===== src/rtl/fetch_stage.sv =====
// Instruction-fetch stage: request/acknowledge fetch from instruction memory
// into the IF/ID register, with hazard stall, branch flush and memory timeout.
module fetch_stage #(
  parameter int unsigned      WIDTH   = 32,
  parameter logic [WIDTH-1:0] NOP     = 32'h0000_0000,
  parameter int unsigned      TIMEOUT = 16
) (
  input  logic             clk,
  input  logic             rst,
  input  logic [WIDTH-1:0] pc_in,
  input  logic             stall,
  input  logic             flush,
  output logic             imem_req,
  output logic [WIDTH-1:0] imem_addr,
  input  logic             imem_ack,
  input  logic [WIDTH-1:0] imem_rdata,
  output logic             pc_en,
  output logic             if_id_valid,
  output logic [WIDTH-1:0] if_id_instr,
  output logic [WIDTH-1:0] if_id_pc4,
  output logic             fetch_err
);

  // state | meaning
  // IDLE  | latch word-aligned pc_in, request starts next cycle
  // REQ   | imem_req high, waiting for imem_ack
  // HOLD  | fetched word parked in skid buffer until stall drops
  typedef enum logic [1:0] {IDLE, REQ, HOLD} state_t;

  localparam logic [7:0] CNT_MAX = 8'(TIMEOUT);

  state_t           state_q, state_d;
  logic [WIDTH-1:0] addr_q, addr_d;
  logic [WIDTH-1:0] skid_q, skid_d;
  logic             drop_q, drop_d;
  logic [7:0]       cnt_q, cnt_d;
  logic             err_q, err_d;
  logic             valid_q, valid_d;
  logic [WIDTH-1:0] instr_q, instr_d;
  logic [WIDTH-1:0] pc4_q, pc4_d;
  logic             commit;
  logic [WIDTH-1:0] commit_instr;

  always_comb begin
    state_d      = state_q;
    addr_d       = addr_q;
    skid_d       = skid_q;
    drop_d       = drop_q;
    cnt_d        = cnt_q;
    err_d        = err_q;
    commit       = 1'b0;
    commit_instr = skid_q;
    case (state_q)
      IDLE: begin
        // flush in IDLE still latches: pc_in already holds the branch target
        addr_d  = {pc_in[WIDTH-1:2], 2'b00};
        cnt_d   = '0;
        state_d = REQ;
      end
      REQ: begin
        if (imem_ack) begin
          cnt_d   = '0;
          drop_d  = 1'b0;
          state_d = IDLE;
          if (!drop_q && !flush) begin
            if (stall) begin
              skid_d  = imem_rdata;
              state_d = HOLD;
            end else begin
              commit       = 1'b1;
              commit_instr = imem_rdata;
            end
          end
        end else begin
          // the request cannot be withdrawn, so a flush only marks it dead
          if (flush) drop_d = 1'b1;
          if (cnt_q != CNT_MAX) begin
            cnt_d = cnt_q + 8'd1;
            if (cnt_q == CNT_MAX - 8'd1) err_d = 1'b1;
          end
        end
      end
      HOLD: begin
        if (flush) begin
          state_d = IDLE;
        end else if (!stall) begin
          commit  = 1'b1;
          state_d = IDLE;
        end
      end
      default: state_d = IDLE;
    endcase
  end

  always_comb begin
    valid_d = valid_q;
    instr_d = instr_q;
    pc4_d   = pc4_q;
    if (flush) begin
      valid_d = 1'b0;
      instr_d = NOP;
    end else if (stall) begin
      valid_d = valid_q;
    end else if (commit) begin
      valid_d = 1'b1;
      instr_d = commit_instr;
      pc4_d   = addr_q + WIDTH'(4);
    end else begin
      valid_d = 1'b0;
      instr_d = NOP;
    end
  end

  always_ff @(posedge clk) begin
    if (!rst) begin
      state_q <= IDLE;
      addr_q  <= '0;
      skid_q  <= '0;
      drop_q  <= 1'b0;
      cnt_q   <= '0;
      err_q   <= 1'b0;
      valid_q <= 1'b0;
      instr_q <= NOP;
      pc4_q   <= '0;
    end else begin
      state_q <= state_d;
      addr_q  <= addr_d;
      skid_q  <= skid_d;
      drop_q  <= drop_d;
      cnt_q   <= cnt_d;
      err_q   <= err_d;
      valid_q <= valid_d;
      instr_q <= instr_d;
      pc4_q   <= pc4_d;
    end
  end

  // pc_en is combinational so the PC advances on the same edge IF/ID loads
  assign pc_en       = commit & rst;
  assign imem_req    = (state_q == REQ);
  assign imem_addr   = addr_q;
  assign if_id_valid = valid_q;
  assign if_id_instr = instr_q;
  assign if_id_pc4   = pc4_q;
  assign fetch_err   = err_q;

endmodule


===== config.mk =====
export PLATFORM = sky130hd
export DESIGN_NAME = fetch_stage
export DESIGN_NICKNAME = d
export VERILOG_FILES = /design/src/rtl/fetch_stage.sv
export SDC_FILE = /design/constraint.sdc
export NUM_CORES = 1
export LEC_CHECK = 0
export CAP_MARGIN = 20
export CORE_ASPECT_RATIO = 0.7
export CORE_MARGIN = 2
export CORE_UTILIZATION = 52
export DETAILED_ROUTE_END_ITERATION = 6
export PLACE_DENSITY = 0.91
export SLEW_MARGIN = 15
export SYNTH_ARGS = -nofsm -noshare
export SYNTH_HDL_FRONTEND = slang
export SYNTH_SLANG_ARGS = --single-unit
export TNS_END_PERCENT = 30

===== constraint.sdc =====
create_clock -name clk -period 4.6 [get_ports clk]
set_input_delay 1.15 -clock clk [delete_from_list [all_inputs] [get_ports clk]]
set_output_delay 1.15 -clock clk [all_outputs]
set_load 0.03 [all_outputs]

# Word-level counts from Yosys, hierarchy flattened
# Cells that the tools add are included.
# totals
out_inout_bits	100
inputBits	69
reg_bits	139
word_cells	57
# op_classes
n_reduce_logical	13
eq_ne	7
add_sub_neg	2
muxes	21
bitwise_logic	5
# op_table
operator	count
32-bit two-way mux	4
32-bit by 3-bit adder with 32-bit output, second input constant	1
8-bit two-way mux	2
8-bit one-hot mux with 2 select lines	1
2-bit two-way mux	5
8-bit by 1-bit adder with 8-bit output, second input constant	1
8-bit by 4-bit equality test with 1-bit output, second input constant	1
8-bit by 5-bit inequality test with 1-bit output, second input constant	1
4-bit AND reduction	2
1-bit two-way mux	7
2-bit one-hot mux with 3 select lines	1
2-bit AND reduction	3
1-bit inverter	4
2-bit nonzero test	2
3-bit by 1-bit inequality test with 1-bit output, second input constant	1
3-bit inequality test, second input constant	1
3-bit AND reduction	1
2-bit by 1-bit equality test with 1-bit output, second input constant	1
2-bit equality test, second input constant	1
1-bit zero test	2
2-bit zero test	1
2-bit by 1-bit inequality test with 1-bit output, second input constant	1
1-bit one-hot mux with 2 select lines	1
2-bit OR reduction	1
2 further kinds	2

# Logic depth before layout (Yosys ltp)
# Gate-level depths: netlist of the first run.
# depth
ltp_word	6
depth_mapped	10
ltp_nobuf	6

# Worst setup path after synthesis of the first run
# Ideal clock, no wire load.
# synth_path
path_kind	input-to-output
from	input port stall
to	output port pc_en
n_path_buf	2
path_stages	5
required_ps	3450
slack_ps	1070
arrival_ps	2380
cell_sequence	or3b_1 > clkbuf_1 > a21o_1 > buf_2 > nor2_1
# synth_via
elab_chain_len	5
elab_cells_between_ends	6
classes_between	mux: 5; bitwise: 1
# synth_rtl
element	line_no	source
start, declared	11	input logic stall,
1-bit two-way mux *	66, 86	
1-bit two-way mux	65	if (!drop_q && !flush) begin
1-bit two-way mux	61	if (imem_ack) begin
1-bit one-hot mux with 2 select lines *	53	case (state_q)
1-bit bitwise AND *	139	assign pc_en = commit & rst;
end, declared	17	output logic pc_en,
# Mark *: on every way between the ends. The rest lies on a longest branch, timed or not.

# Worst setup path in the final report of the first run
# layout_path
from	input port flush
to	output port pc_en
# layout_via
elab_chain_len	6
elab_cells_between_ends	7
classes_between	mux: 4; bitwise: 1; reduce/logical: 2
# layout_rtl
element	line_no	source
start, declared	12	input logic flush,
1-bit zero test	65	
1-bit logical AND	65	
1-bit two-way mux	65	
1-bit two-way mux	61	
1-bit one-hot mux with 2 select lines *	53	
1-bit bitwise AND *	139	
# Marked as above.

==> results of run 1 <==
## how the worst min path moves through the flow
stage	from	endpoint	slack [ns]
global placement	skid_q[25]	skid_q[25]	0.44
CTS	skid_q[16]	skid_q[16]	0.46
global route	skid_q[22]	skid_q[22]	0.48
detailed placement	skid_q[22]	skid_q[22]	0.45
floorplan	skid_q[0]	skid_q[0]	0.43
finish	skid_q[16]	skid_q[16]	0.46
## routing by layer
metal | part of all wire | GRT usage
met5 | 0 | 0
met4 | 0.021 | 0.118
met3 | 0.069 | 0.0658
met2 | 0.50 | 0.508
met1 | 0.41 | 0.347
## power breakdown
part	switching [mW]	internal, mW
registers	0.0535	1.22
logic	0.193	0.167
clock network	0.550	0.865
## sequential cells by signal, summed over array words and instances, names as in the netlist
| signal | cells |
|---|---|
| fetch_err | 1 |
| state_q | 2 |
| if_id_valid | 1 |
| drop_q | 1 |
| if_id_instr | 32 |
| skid_q | 32 |
| imem_addr | 30 |
| if_id_pc4 | 30 |
| cnt_q | 8 |
## area by class of cell
type                       instances  area [um^2]  share of cell area
clock inverter                    15          193              0.0232
clock buffer                      17          425              0.0511
inverter                          10         37.5             0.00451
multi-input combinational        486         3030               0.365
sequential                       137         2740               0.330
tap                              153          191              0.0230
timing repair buffer             171         1690               0.204
## stage by stage
stage	instance area [um^2]	std cells	setup WS, ns	power [mW]
global placement	7680	956	0.621	1.63
floorplan	6030	686	1.07	1.49
detailed placement	7700	957	0.588	1.65
CTS	8320	989	0.574	3.06
finish	8320	989	0.555	3.05
global route	8320	989	0.478	3.14
## critical path, stage by stage
cell and delay (ns):
clkdlybuf4s50_1 0.54, or3b_1 0.55, a21o_1 0.33, nor2_1 0.14, buf_4 0.17
## synthesized netlist by cell type, types with 8 or more instances
master      n  area (um^2)
xor2_1     12          105
or4_1       8         60.1
nand2_1    90          338
a22oi_1    33          248
clkbuf_1   37          139
dfxtp_1   137         2740
mux2i_1    31          310
a211oi_1   11         82.6
inv_1       9         33.8
o21ai_0    22          110
a31oi_1    12         75.1
a21oi_1    45          225
nor2_1     83          312
nand3_1    19         95.1
mux2_2     33          372
nand4_1    13         81.3
## cell families (layout without fill, tap and decap cells)
family	Yosys count	after routing	share of synthesized area
simple gates	255	255	0.199
compound gates	138	138	0.143
flops	137	137	0.455
mux	64	64	0.113
buf+inv	63	213	0.0474
xor+xnor	18	18	0.0262
fa+ha+maj	7	7	0.0145
other cells	1	4	0.000623
==> out/metrics.csv, run 1 <==
metric,value,unit
Min-Delay Path Class,flop to flop,
Fillers,782,
DRC Markers,0,
leakage,3.01,nW
drt first pass iters,5,
CP Data Required Time,3.45,ns
Die W,133,um
most frequent cells in the layout,"161 x clkdlybuf4s50_1, 137 x dfxtp_1, 90 x nand2_1",
Total GRT Usage,0.290,
min cycle time layout,4.05,ns
register bit total from synthesis,137,
RSZ-0062 raised after global routing,no,
Die Span Y,94.0,um
Hold WS,0.456,ns
number of global-route vias before repair,5835,
worst setup path endpoint,pc_en,
vias,5813,
final hold vios,0,
"commonest non-fill, non-tap cell in the layout",clkdlybuf4s50_1,
max-slew violation count,0,
sequential share of the synthesized area,0.455,
Fmax,0.247,GHz
crit share post-route,0.879,
Slew @ Worst Pin,1.02,ns
synthesized area per cell,8.82,um^2
Reg-to-Reg End,skid_q[9],
Setup CP Type,primary input to primary output,
CTS H-tree depth,4,
CTS tree,done,
remaining global-route overflow,0,
result of the run,completed,
Post-synth EDFFs,0,
first-pass GRT wire length,28900,um
Yosys Warn Count,0,
r2r setup slk,2.03,ns
peak supply drop,0.000279,V
WL final,18200,um
core region area,0.0111,mm^2
Final Setup Violations,0,
clk slew on worst S/H paths,0.06,ns
Critical Path Fanout Max,11,
Syn Inst Count,683,
n_diodes,0,
DR WL/cell,18.4,um
worst skew pair latency,0.41,ns
synthesized area,0.00602,mm^2
Rows,32,
setup tns final,0,ns
nets,899,
reg2reg path depth,8,
post-synthesis cell type count,47,
share of cells above drive strength 1,0.102,
Fin Clk Skew,0.00848,ns
HPWL Detailed,12200,um
CTS sink cnt,137,
Worst Setup End Kind,primary output,
Initial DRC Count,465,
initial antenna violation count,0,
final design utilization,0.747,
total die area,0.0125,mm^2
critical path data arrival time,2.90,ns
clk buf depth,2,
Critical R2R Launch,state_q[1],
"FFs w/ async S/R, synth",0,
Post-CTS Setup Bufs,0,
crit path launch,flush,
CP startpoint kind,primary input,
max-cap violations,0,
CTS root buf,clkbuf_16,
PwrDens,366,mW/mm^2
routability congestion estimate,0.859,
post-CTS sizing,0,
relative slew slack,0.322,
"Hold-fix buffers, CTS",0,
Area Overhead vs Synth,38.1,%
IO Pins,169,
IO Port Bufs,162,
Post-DRT Antenna Nets,0,
hold path depth,2,
largest net degree at the start of global routing,57,
"Primary FF master, synth",dfxtp_1,
CTS Buf Count,17,
Via density,5.88,
initial core utilization,0.541,
(Power assumes the default switching activity.)
==> inputs of run 2 (changes only) <==
--- a/config.mk
+++ b/config.mk
@@ -8,9 +8,9 @@
 export CAP_MARGIN = 20
 export CORE_ASPECT_RATIO = 0.7
 export CORE_MARGIN = 2
-export CORE_UTILIZATION = 52
+export CORE_UTILIZATION = 48
 export DETAILED_ROUTE_END_ITERATION = 6
-export PLACE_DENSITY = 0.91
+export PLACE_DENSITY = 0.85
 export SLEW_MARGIN = 15
 export SYNTH_ARGS = -nofsm -noshare
 export SYNTH_HDL_FRONTEND = slang
==> run 2 against run 1 <==
Core utilization down 7.1 points. Register-to-register slack better by 0.05 ns. Sequential power about the same. Global-route usage down 4.6 points. Critical path type unchanged. Highest routed layer unchanged.
==> out/metrics.csv, run 2 (synthesis gave the netlist of run 1 again) <==
metric,value,unit
DP Worst Slack,0.535,ns
vias,5544,
CP Data Required Time,3.45,ns
CTS sink cnt,137,
crit path launch,flush,
Min-Delay Path Class,flop to flop,
PnR worst setup slack,0.517,ns
Total GRT Usage,0.243,
FF/Latch Area,0.00274,mm^2
setup tns final,0,ns
PwrDens,369,mW/mm^2
nets,900,
most frequent cells in the layout,"161 x clkdlybuf4s50_1, 137 x dfxtp_1, 90 x nand2_1",
number of global-route vias before repair,5250,
max-cap violations,0,
area of the multi-input gates,0.00303,mm^2
Fmax,0.245,GHz
Critical Path Fanout Max,11,
CP Cell Sequence,clkdlybuf4s50_1 -> or3b_1 -> a21o_1 -> nor2_1 -> buf_4,
Setup CP Type,primary input to primary output,
RSZ-0062 raised after global routing,no,
Via density,5.56,
Die Span Y,97.7,um
remaining global-route overflow,0,
Fin Clk Skew,0.0133,ns
Total Power,3.07,mW
Post-DRT Antenna Nets,0,
final hold vios,0,
CTS root buf,clkbuf_16,
max-slew violation count,0,
leakage,3.03,nW
HPWL Detailed,10700,um
CP peak stage delay,0.55,ns
slowest CP cell,or3b_1,
routability congestion estimate,0.807,
clk slew on worst S/H paths,0.06,ns
critical path data arrival time,2.93,ns
peak supply drop,0.000257,V
Die W,138,um
IO Port Bufs,162,
result of the run,completed,
Final Setup Violations,0,
Rows,34,
CTS H-tree depth,4,
Fillers,967,
clk buf depth,2,
n_diodes,0,
WL final,16300,um
DR WL/cell,16.3,um
CP startpoint kind,primary input,
Initial DRC Count,442,
Critical R2R Launch,state_q[1],
CTS tree,done,
DRC Markers,0,
post-CTS sizing,0,
share of cells above drive strength 1,0.0981,
min-delay src,skid_q[28],
crit share post-route,0.888,
min cycle time layout,4.08,ns
IO Pins,169,
final design utilization,0.676,
Post-CTS Setup Bufs,0,
Slew @ Worst Pin,0.887,ns
relative slew slack,0.408,
drt first pass iters,5,
core region area,0.0123,mm^2
CTS Buf Count,17,
total die area,0.0135,mm^2
worst skew pair latency,0.42,ns
largest net degree at the start of global routing,81,
initial antenna violation count,0,
first-pass GRT wire length,26100,um
"Hold-fix buffers, CTS",0,
initial core utilization,0.488,
Area Overhead vs Synth,38.5,%
Worst Setup End Kind,primary output,
"commonest non-fill, non-tap cell in the layout",clkdlybuf4s50_1,
-- run 2: changes by cell type in the layout (fill, tap and decap cells not counted), sizes merged --
cell,change
bufinv,+1
inv,-4
clkinv,-1
buf,+1
clkinvlp,-4
clkbuf,+7
-- run 2: worst paths after layout --
path	endpoint	slack (ns)	cells after the start
hold reg to reg	skid_q[28]	0.45	2
hold / removal	skid_q[28]	0.45	2
setup reg to reg	skid_q[16]	2.08	8
setup / recovery	pc_en	0.52	5
-- run 2: metal layers --
metal,vias to the layer above,share of wire,global-route usage
li1,2688,-,-
met1,2629,0.47,0.339
met2,202,0.44,0.362
met3,25,0.075,0.0730
met4,0,0.014,0.0769
met5,-,0,0
-- run 2: layout make-up --
cell class                 count  area share
multi-input combinational    486       0.364
sequential                   137       0.329
timing repair buffer         172       0.203
clock buffer                  24      0.0589
tap                          162      0.0243
clock inverter                 7      0.0166
inverter                      10     0.00450
-- run 2: power by group --
part,internal [mW],total [mW],switching (mW)
sequential,1.22,1.27,0.0509
combinational,0.164,0.350,0.186
clock,0.962,1.45,0.490
total,2.35,3.07,0.727
-- run 2: through the flow --
stage | hold slack [ns] | std cells | area, um^2
6_report | 0.453 | 998 | 8340
5_1_grt | 0.468 | 998 | 8340
4_1_cts | 0.453 | 998 | 8340
3_5_place_dp | 0.445 | 967 | 7710
3_3_place_gp | 0.439 | 967 | 7710
2_1_floorplan | 0.434 | 686 | 6030
-- run 2: worst max-delay path: cells and delay by family --
family / cells / cell delay (ns)
compound gates: 1 / 0.33
buf+inv: 2 / 0.72
simple gates: 2 / 0.71
==> inputs of run 3 (changes only) <==
--- a/config.mk
+++ b/config.mk
@@ -10,7 +10,7 @@
 export CORE_MARGIN = 2
 export CORE_UTILIZATION = 48
 export DETAILED_ROUTE_END_ITERATION = 6
-export PLACE_DENSITY = 0.85
+export PLACE_DENSITY = 0.91
 export SLEW_MARGIN = 15
 export SYNTH_ARGS = -nofsm -noshare
 export SYNTH_HDL_FRONTEND = slang
==> constraint.sdc (replaced) <==
create_clock -name clk -period 5.27 [get_ports clk]
set_input_delay 1.3175 -clock clk [delete_from_list [all_inputs] [get_ports clk]]
set_output_delay 1.3175 -clock clk [all_outputs]
set_load 0.03 [all_outputs]
==> run 3 against run 2 <==
Via count is 0.69% higher. Die area did not move. Total power decreased by 13%. Combinational power fell by 12%. Worst setup slack better by 0.34 ns. Count of clock-buffer cells in the layout shrank 5. Highest routed layer unchanged. Clock power down 13%. Final area is essentially flat. Flip-flop and latch count unchanged. Critical endpoint unchanged. Worst hold slack got worse by 0.0017 ns.
==> out/metrics.csv, run 3 (synthesis gave the netlist of run 1 again) <==
metric,value,unit
result of the run,completed,
reg2reg path depth,8,
critical path data arrival time,3.09,ns
remaining global-route overflow,0,
final hold vios,0,
crit share post-route,0.837,
Worst Setup End Kind,primary output,
Total Power,2.68,mW
Min-Delay Path Class,flop to flop,
"Hold-fix buffers, CTS",0,
initial antenna violation count,0,
max-cap violations,0,
DRC Markers,0,
vias,5582,
initial core utilization,0.488,
cell count along the critical path,5,
core region area,0.0123,mm^2
share of cells above drive strength 1,0.0995,
CP startpoint kind,primary input,
DR WL/cell,16.7,um
CTS Buf Count,17,
CP peak stage delay,0.56,ns
leakage,3.02,nW
Fillers,958,
clk buf depth,2,
CTS H-tree depth,4,
routability congestion estimate,0.803,
WL final,16700,um
hold path depth,2,
Fmax,0.227,GHz
Setup CP Type,primary input to primary output,
relative slew slack,0.291,
clk slew on worst S/H paths,0.06,ns
Crit path max-delay family,buffers and inverters,
first-pass GRT wire length,26800,um
most frequent cells in the layout,"161 x clkdlybuf4s50_1, 137 x dfxtp_1, 90 x nand2_1",
worst skew pair latency,0.41,ns
Post-DRT Antenna Nets,0,
CP Cell Sequence,clkdlybuf4s50_1 -> or3b_1 -> a21o_1 -> nor2_1 -> buf_4,
post-CTS sizing,0,
Critical Path Fanout Max,11,
CTS root buf,clkbuf_16,
crit path buf inv count,2,
PwrDens,321,mW/mm^2
Die W,138,um
total die area,0.0135,mm^2
Final Setup Violations,0,
IO Pins,169,
min cycle time layout,4.41,ns
Fin Clk Skew,0.0119,ns
Via density,5.60,
placed instance area,0.00770,mm^2
CP Data Required Time,3.95,ns
nets,899,
Post-Place Cells,965,
Area Overhead vs Synth,38.4,%
CTS tree,done,
"commonest non-fill, non-tap cell in the layout",clkdlybuf4s50_1,
drt first pass iters,5,
peak supply drop,0.000233,V
setup tns final,0,ns
design area,0.00834,mm^2
Initial DRC Count,328,
Post-CTS Setup Bufs,0,
Slew @ Worst Pin,1.06,ns
n_diodes,0,
HPWL Detailed,10700,um
max-slew violation count,0,
Final Instance Count excl. Fillers,996,
slowest CP cell,or3b_1,
CTS sink cnt,137,
RSZ-0062 raised after global routing,no,
IO Port Bufs,162,
Rows,34,
Total GRT Usage,0.251,
largest net degree at the start of global routing,52,
final design utilization,0.676,
Die Span Y,97.7,um
number of global-route vias before repair,5233,
==> run 3: worst min-delay path, cell delays in order (launching register included) <==
cell     delay [ns]
dfxtp_1        0.31
nand2_1        0.05
a21oi_1        0.05
==> run 3: stage by stage <==
stage / hold slack [ns] / setup WS, ns
global route: 0.472 / 0.737
finish: 0.451 / 0.860
CTS: 0.454 / 0.864
detailed placement: 0.445 / 0.877
global placement: 0.439 / 0.901
floorplan: 0.434 / 1.40
==> run 3: final timing paths <==
path                            slack [ns]    endpoint        from
worst max-delay path                  0.86       pc_en       flush
worst max register to register        2.75  skid_q[29]  state_q[1]
worst min register to register        0.45  skid_q[26]  skid_q[26]
worst min-delay path                  0.45  skid_q[26]  skid_q[26]
==> run 3: final cells by class <==
cell class	count	area [um^2]	area share
Clock inverter	11	171	0.0206
Timing Repair Buffer	171	1690	0.203
Tap cell	162	203	0.0243
Inverter	10	37.5	0.00450
Clock buffer	19	453	0.0543
Multi-Input combinational cell	486	3030	0.364
Sequential cell	137	2740	0.329
==> run 3: layer usage <==
layer | routed length [um] | GRT usage
met1 | 7550 | 0.345
met2 | 7720 | 0.387
met3 | 1200 | 0.0715
met4 | 189 | 0.0644
met5 | 0 | 0
==> run 3: power breakdown <==
group	internal (mW)	leakage, nW	switching [mW]
clock network	0.813	0.301	0.444
logic	0.145	1.61	0.164
registers	1.07	1.11	0.0435
total	2.02	3.02	0.652
